<file path="src/rtl/display_pkg.sv">
// display_pkg: shared constants, glyph table, power-of-ten helper and the
// BCD conversion state type for the multiplexed 7-segment display driver.
//   SEG_BLANK / SEG_DASH : special glyphs (active-low, gfedcba)
//   hex_to_seg()         : nibble -> active-low glyph
//   pow10()              : 10**n, used to derive the decimal range limit
//   bcd_state_t          : IDLE / SHIFT / DONE
package display_pkg;

    localparam logic [6:0] SEG_BLANK = 7'h7F;
    localparam logic [6:0] SEG_DASH  = 7'h3F;

    typedef enum logic [1:0] {
        IDLE  = 2'd0,
        SHIFT = 2'd1,
        DONE  = 2'd2
    } bcd_state_t;

    function automatic logic [6:0] hex_to_seg(input logic [3:0] nib);
        logic [6:0] seg;
        case (nib)
            4'h0:    seg = 7'h40;
            4'h1:    seg = 7'h79;
            4'h2:    seg = 7'h24;
            4'h3:    seg = 7'h30;
            4'h4:    seg = 7'h19;
            4'h5:    seg = 7'h12;
            4'h6:    seg = 7'h02;
            4'h7:    seg = 7'h78;
            4'h8:    seg = 7'h00;
            4'h9:    seg = 7'h10;
            4'hA:    seg = 7'h08;
            4'hB:    seg = 7'h03;
            4'hC:    seg = 7'h46;
            4'hD:    seg = 7'h21;
            4'hE:    seg = 7'h06;
            default: seg = 7'h0E;
        endcase
        return seg;
    endfunction

    function automatic longint unsigned pow10(input int unsigned n);
        longint unsigned p;
        p = 64'd1;
        for (int unsigned i = 0; i < n; i++) begin
            p = p * 64'd10;
        end
        return p;
    endfunction

endpackage

</file>
<file path="src/rtl/seg7_decode.sv">
// seg7_decode: combinational nibble -> active-low 7-segment glyph.
//   i_nibble  in  4  digit value
//   i_blank   in  1  force all segments off
//   i_dash    in  1  force the dash glyph (takes priority over blanking)
//   o_seg     out 7  active-low segments, bit6..0 = g f e d c b a
module seg7_decode
    import display_pkg::*;
(
    input  logic [3:0] i_nibble,
    input  logic       i_blank,
    input  logic       i_dash,
    output logic [6:0] o_seg
);

    always_comb begin
        if (i_dash) begin
            o_seg = SEG_DASH;
        end else if (i_blank) begin
            o_seg = SEG_BLANK;
        end else begin
            o_seg = hex_to_seg(i_nibble);
        end
    end

endmodule

</file>
<file path="src/rtl/display_mux_driver.sv">
// display_mux_driver: time-multiplexed N-digit 7-segment driver, hex or decimal.
//   clk, rst_n   clock (rising) / asynchronous active-low reset
//   load_i       strobe: capture value_i and dec_mode_i (ignored while busy_o)
//   value_i      unsigned value to display
//   dec_mode_i   1 = decimal via serial shift-add-3, 0 = hex
//   blank_lz_i   blank leading zero digits (live)
//   enable_i     0 = all digit enables off, scanning continues
//   busy_o       decimal conversion in progress
//   ovf_o        last decimal load was out of range
//   seg_o        active-low segments gfedcba
//   an_o         active-low one-hot digit enable, an_o[0] = least significant
module display_mux_driver
    import display_pkg::*;
#(
    parameter int unsigned NUM_DIGITS  = 4,
    parameter int unsigned DATA_W      = 16,
    parameter int unsigned REFRESH_DIV = 50000
) (
    input  logic                  clk,
    input  logic                  rst_n,
    input  logic                  load_i,
    input  logic [DATA_W-1:0]     value_i,
    input  logic                  dec_mode_i,
    input  logic                  blank_lz_i,
    input  logic                  enable_i,
    output logic                  busy_o,
    output logic                  ovf_o,
    output logic [6:0]            seg_o,
    output logic [NUM_DIGITS-1:0] an_o
);

    localparam int unsigned     BCD_W   = 4 * NUM_DIGITS;
    localparam int unsigned     IDX_W   = (NUM_DIGITS > 1) ? $clog2(NUM_DIGITS) : 1;
    localparam int unsigned     PRESC_W = $clog2(REFRESH_DIV);
    localparam int unsigned     CNT_W   = $clog2(DATA_W);
    localparam longint unsigned MAX_DEC = pow10(NUM_DIGITS) - 64'd1;

    logic [PRESC_W-1:0]    r_presc;
    logic [IDX_W-1:0]      r_idx;
    bcd_state_t            r_state, w_next_state;
    logic [DATA_W-1:0]     r_shift;
    logic [BCD_W-1:0]      r_bcd, w_bcd_adj;
    logic [CNT_W-1:0]      r_cnt;
    logic [BCD_W-1:0]      r_disp;
    logic                  r_dash, r_ovf;
    logic [6:0]            r_seg, w_seg;
    logic [NUM_DIGITS-1:0] r_an, w_an, w_lz_mask;
    logic                  w_presc_wrap, w_dec_ovf, w_busy, w_seen;
    logic [3:0]            w_cur_nib;
    int unsigned           w_k;

    assign w_presc_wrap = (r_presc == PRESC_W'(REFRESH_DIV - 1));
    assign w_dec_ovf    = (64'(value_i) > MAX_DEC);

    // Prescaler and scan index
    always_ff @(posedge clk or negedge rst_n) begin
        if (!rst_n) begin
            r_presc <= '0;
            r_idx   <= '0;
        end else if (w_presc_wrap) begin
            r_presc <= '0;
            r_idx   <= (r_idx == IDX_W'(NUM_DIGITS - 1)) ? '0 : r_idx + IDX_W'(1);
        end else begin
            r_presc <= r_presc + PRESC_W'(1);
        end
    end

    // FSM: state register
    always_ff @(posedge clk or negedge rst_n) begin
        if (!rst_n) begin
            r_state <= IDLE;
        end else begin
            r_state <= w_next_state;
        end
    end

    // FSM: next state
    always_comb begin
        w_next_state = r_state;
        case (r_state)
            IDLE:    if (load_i && dec_mode_i && !w_dec_ovf) w_next_state = SHIFT;
            SHIFT:   if (r_cnt == CNT_W'(DATA_W - 1)) w_next_state = DONE;
            DONE:    w_next_state = IDLE;
            default: w_next_state = IDLE;
        endcase
    end

    // FSM: outputs
    always_comb begin
        w_busy = 1'b0;
        if (r_state != IDLE) w_busy = 1'b1;
    end

    // Double-dabble correction: add 3 to every BCD nibble >= 5 before shifting
    always_comb begin
        w_bcd_adj = r_bcd;
        for (int unsigned d = 0; d < NUM_DIGITS; d++) begin
            if (r_bcd[4*d +: 4] >= 4'd5) w_bcd_adj[4*d +: 4] = r_bcd[4*d +: 4] + 4'd3;
        end
    end

    // Load capture, conversion datapath and display register
    always_ff @(posedge clk or negedge rst_n) begin
        if (!rst_n) begin
            r_shift <= '0;
            r_bcd   <= '0;
            r_cnt   <= '0;
            r_disp  <= '0;
            r_dash  <= 1'b0;
            r_ovf   <= 1'b0;
        end else begin
            case (r_state)
                IDLE: begin
                    if (load_i) begin
                        if (!dec_mode_i) begin
                            r_disp <= BCD_W'(value_i);
                            r_dash <= 1'b0;
                            r_ovf  <= 1'b0;
                        end else if (w_dec_ovf) begin
                            r_dash <= 1'b1;
                            r_ovf  <= 1'b1;
                        end else begin
                            r_ovf   <= 1'b0;
                            r_shift <= value_i;
                            r_bcd   <= '0;
                            r_cnt   <= '0;
                        end
                    end
                end
                SHIFT: begin
                    r_bcd   <= (w_bcd_adj << 1) | BCD_W'(r_shift[DATA_W-1]);
                    r_shift <= r_shift << 1;
                    r_cnt   <= r_cnt + CNT_W'(1);
                end
                DONE: begin
                    r_disp <= r_bcd;
                    r_dash <= 1'b0;
                end
                default: ;
            endcase
        end
    end

    // Leading-zero mask: walk from the top digit down until a nonzero nibble
    always_comb begin
        w_lz_mask = '0;
        w_seen    = 1'b0;
        w_k       = 0;
        for (int unsigned j = 0; j < NUM_DIGITS; j++) begin
            w_k = NUM_DIGITS - 1 - j;
            if (r_disp[4*w_k +: 4] != 4'd0) w_seen = 1'b1;
            w_lz_mask[w_k] = blank_lz_i && !w_seen && (w_k != 0);
        end
    end

    assign w_cur_nib = r_disp[4*r_idx +: 4];

    seg7_decode u_decode (
        .i_nibble (w_cur_nib),
        .i_blank  (w_lz_mask[r_idx]),
        .i_dash   (r_dash),
        .o_seg    (w_seg)
    );

    always_comb begin
        w_an = '1;
        for (int unsigned d = 0; d < NUM_DIGITS; d++) begin
            w_an[d] = !(enable_i && (r_idx == IDX_W'(d)));
        end
    end

    // Output registers
    always_ff @(posedge clk or negedge rst_n) begin
        if (!rst_n) begin
            r_seg <= SEG_BLANK;
            r_an  <= '1;
        end else begin
            r_seg <= w_seg;
            r_an  <= w_an;
        end
    end

    assign busy_o = w_busy;
    assign ovf_o  = r_ovf;
    assign seg_o  = r_seg;
    assign an_o   = r_an;

endmodule
</file>
<file path="config.mk">
export PLATFORM = sky130hd
export DESIGN_NAME = display_mux_driver
export DESIGN_NICKNAME = d
export VERILOG_FILES = /design/src/rtl/display_pkg.sv /design/src/rtl/seg7_decode.sv /design/src/rtl/display_mux_driver.sv
export SDC_FILE = /design/constraint.sdc
export NUM_CORES = 1
export LEC_CHECK = 0
export BUFFER_PORTS_ARGS = -buffer_cell sky130_fd_sc_hd__buf_2
export CAP_MARGIN = 0
export CORE_MARGIN = 2
export CORE_UTILIZATION = 61
export CTS_CLUSTER_SIZE = 10
export DETAILED_ROUTE_END_ITERATION = 6
export PLACE_DENSITY = 0.82
export SYNTH_ARGS = -nofsm -noshare
export SYNTH_HDL_FRONTEND = slang
export SYNTH_SLANG_ARGS = --single-unit
export TNS_END_PERCENT = 5
</file>
<file path="constraint.sdc">
create_clock -name clk -period 3.05 [get_ports clk]
set_input_delay 0.1525 -clock clk [delete_from_list [all_inputs] [get_ports clk]]
set_output_delay 0.1525 -clock clk [all_outputs]
set_load 0.005 [all_outputs]
</file>
==> results.cfg <==
[run_status]
outcome = finished, violations left
violations = hold timing

[run]
drv_cap = 0

[layout]
fin_cells = 616
syn_to_final_growth_pct = 8.26
drive_gt1_frac = 0.152
antenna_cells = 0
final_common_cell = dfrtp_1
fillers = 609
multi_input_area_um2 = 2460
fin_nets = 551
final_cell_mix = dfrtp_1 (74), nand2_1 (49), o21ai_0 (36), o211ai_1 (35), buf_2 (33)
seq_area_um2 = 2140

[synth]
async_flop_share = 1.00
synthAdderAreaFrac = 0.0516
synth-simple-area-share = 0.141
synth_xor_area_frac = 0.0361
yosys_register_bits = 85
syn-num-nets = 530
yosysTopAreaCell = dfrtp_1
seq_area_frac_synth = 0.442
avgSynthCellArea_um2 = 9.93
synth.distinct_cells = 50
synth_compound_area_frac = 0.199
synth-edff-count = 0
synth_ff_type = dfrtp_1
yosysWarningCount = 0
synth_cells = 488
synth.top_cells.by_area = dfrtp_1 (38%), dfstp_2 (6.0%), o211ai_1 (5.4%)
synth_top_family_by_area = compound AO/OA/AOI/OAI gates
synth_top_area_frac = 0.382
muxShareOfSynthArea = 0.0790
synthesis.area_um2 = 4850

[timing]
tightest_slew_ps = 1360
timing.hold.ws_ps = -44.1
hold_viol_final = 55
post-route-period-util = 0.811
setup_viol = 0
final.setup.tns_ps = 0
skew_ps = 8.42
fin_crit_ps = 2470
rsz0062_at_grt = false
slew_violations = 0
slew_headroom = 0.0916
setup_ws_ps = 576
max_freq_mhz = 404

[critical_path]
r2r_cells = 7
max_stage_delay_ps = 700
cp_data_required_time_ps = 3350
r2r-end = seg_o[0]$_DFF_PN1_
r2r_start = r_idx[1]$_DFFE_PN0N_
path_cells = mux4_2 -> inv_1 -> ha_1 -> mux2i_1 -> a221oi_1 -> o31ai_1 -> nand4b_1
worstSetupStartpointType = register
r2r_slack_ps = 580
worst_ep_arrival_time_ps = 2780
path_class = register to register
path_max_fanout = 14
critPathCaptureType = register
crit_slowest_cell = dfrtp_1

[die]
initial_core_util = 0.627
ioPinCount = 35
core_um2 = 7730
placementRows = 32
die_h_um = 93.1
die_x_um = 93.1
dieArea_um2 = 8680

[routing]
firstDrtPassIters = 5
dr.first_iter.drc_count = 285
wl_per_cell_um = 17.9
wl_mm = 11.0
drc = 0
via_per_inst = 6.37
dr_total_vias = 3925
drtAntennaViolNets = 0

[pwr]
power_leakage_nw = 2.19
p_seq_frac = 0.428
p_int_mw = 2.60
worst_ir_drop_vdd_v = 0.000587
power_switching_mw = 1.84
p_sw_frac = 0.415
p_comb_frac = 0.397
p_total_mw = 4.45
power_frac_clock = 0.175
powerDensity_nw_per_um2 = 847

[clock_tree]
clk_pin_slew_ps = 90
root_buffer = clkbuf_8
cts_tree = yes
cts_buffers = 9
h-tree-depth = 3
clock_path_buffers = 2
clk_latency_ps = 370
cts.sinks = 85
ctsResizeCount = 0

[global_route]
grt_util_all_layers = 0.275
antenna_found_initial = 0
grt_max_degree = 86
grt.overflow.total = 0
grt_pass1_wl_mm = 18.6
grt_pass1_vias = 3907

[placement]
io_buffers = 34
globalplace.congestion = 0.883
dp_hpwl_mm = 7.70
dp_slack_ps = 590
placed_cells_incl_taps = 599

[hold_path]
min_path_type = input pin to asynchronous set/reset pin
[kinds of logic after synthesis]
| family | Yosys count |
|---|---|
| mux | 32 |
| buf+inv | 58 |
| fa+ha+maj | 20 |
| flops | 85 |
| xor+xnor | 20 |
| simple gates | 133 |
| compound gates | 140 |
[flip-flops by register name, summed over array words and instances, names as in the netlist]
signal,flops
an_o,4
ovf_o,1
r_bcd,16
r_cnt,4
r_dash,1
r_disp,16
r_idx,2
r_presc,16
r_shift,16
r_state,2
seg_o,7
[power groups by stage]
stage	clock network (mW)	logic, mW	registers (mW)
finish	0.779	1.76	1.90
CTS	0.793	1.76	1.90
global route	0.841	1.98	1.95
floorplan	0	1.41	1.75
detailed placement	0	1.75	1.92
global placement	0	1.67	1.90
[what timing repair did]
item | CTS | global route
setup buffers | 0 | 0
hold buffers | 1 | 0
hold endpoints to repair | 4 | 0
[layout make-up]
cell class,count,area share
Tap cell,102,0.0243
Multi-Input combinational cell,345,0.468
Sequential cell,85,0.408
Timing Repair Buffer,41,0.0434
Inverter,27,0.0193
Clock inverter,7,0.0131
Clock buffer,9,0.0236
[synth_stat cells (all sizes together), types with 4 or more instances]
master and count:
a21o 5, buf 11, mux4 4, dfstp 11, nand2 49, a21oi 9
o31ai 6, dfrtp 74, o221ai 5, a211oi 9, o21ai 38, xor2 4
a22oi 21, mux2 4, a311o 8, nor2 19, nor3 9, xnor2 16
inv 27, nand3b 5, clkbuf 20, nand2b 5, o211ai 35, nand3 10
ha 20, and2 5, nand4 5, mux2i 24
[critical path: cells and delay by family (launching register included)]
| kind | cells | cell delay, ps |
|---|---|---|
| fa+ha+maj | 1 | 290 |
| simple gates | 1 | 110 |
| buf+inv | 1 | 150 |
| flops | 1 | 700 |
| mux | 2 | 740 |
| compound gates | 2 | 410 |
[per-stage QoR]
step,hold slack [ps],area (µm²),utilization
floorplan,-143,4850,-
global placement,331,5040,0.653
detailed placement,343,5040,0.653
CTS,14.4,5250,0.679
global route,47.6,5250,0.679
finish,-44.1,5250,0.679
[worst max-delay path by stage]
stage                         start                 end  cells past startpoint
2_1_floorplan  r_idx[1]$_DFFE_PN0N_  seg_o[0]$_DFF_PN1_                      8
3_3_place_gp   r_idx[1]$_DFFE_PN0N_  seg_o[0]$_DFF_PN1_                      7
3_5_place_dp   r_idx[1]$_DFFE_PN0N_  seg_o[0]$_DFF_PN1_                      7
4_1_cts        r_idx[1]$_DFFE_PN0N_  seg_o[0]$_DFF_PN1_                      7
5_1_grt        r_idx[1]$_DFFE_PN0N_  seg_o[0]$_DFF_PN1_                      7
6_report       r_idx[1]$_DFFE_PN0N_  seg_o[0]$_DFF_PN1_                      7
[routing by layer]
| metal | share of wire | global-route usage | vias up |
|---|---|---|---|
| li1 | - | - | 1837 |
| met2 | 0.48 | 0.456 | 131 |
| met1 | 0.44 | 0.360 | 1929 |
| met5 | 0 | 0 | - |
| met4 | 0.031 | 0.130 | 0 |
| met3 | 0.048 | 0.0355 | 28 |
Power figures use the tool's default switching activity.
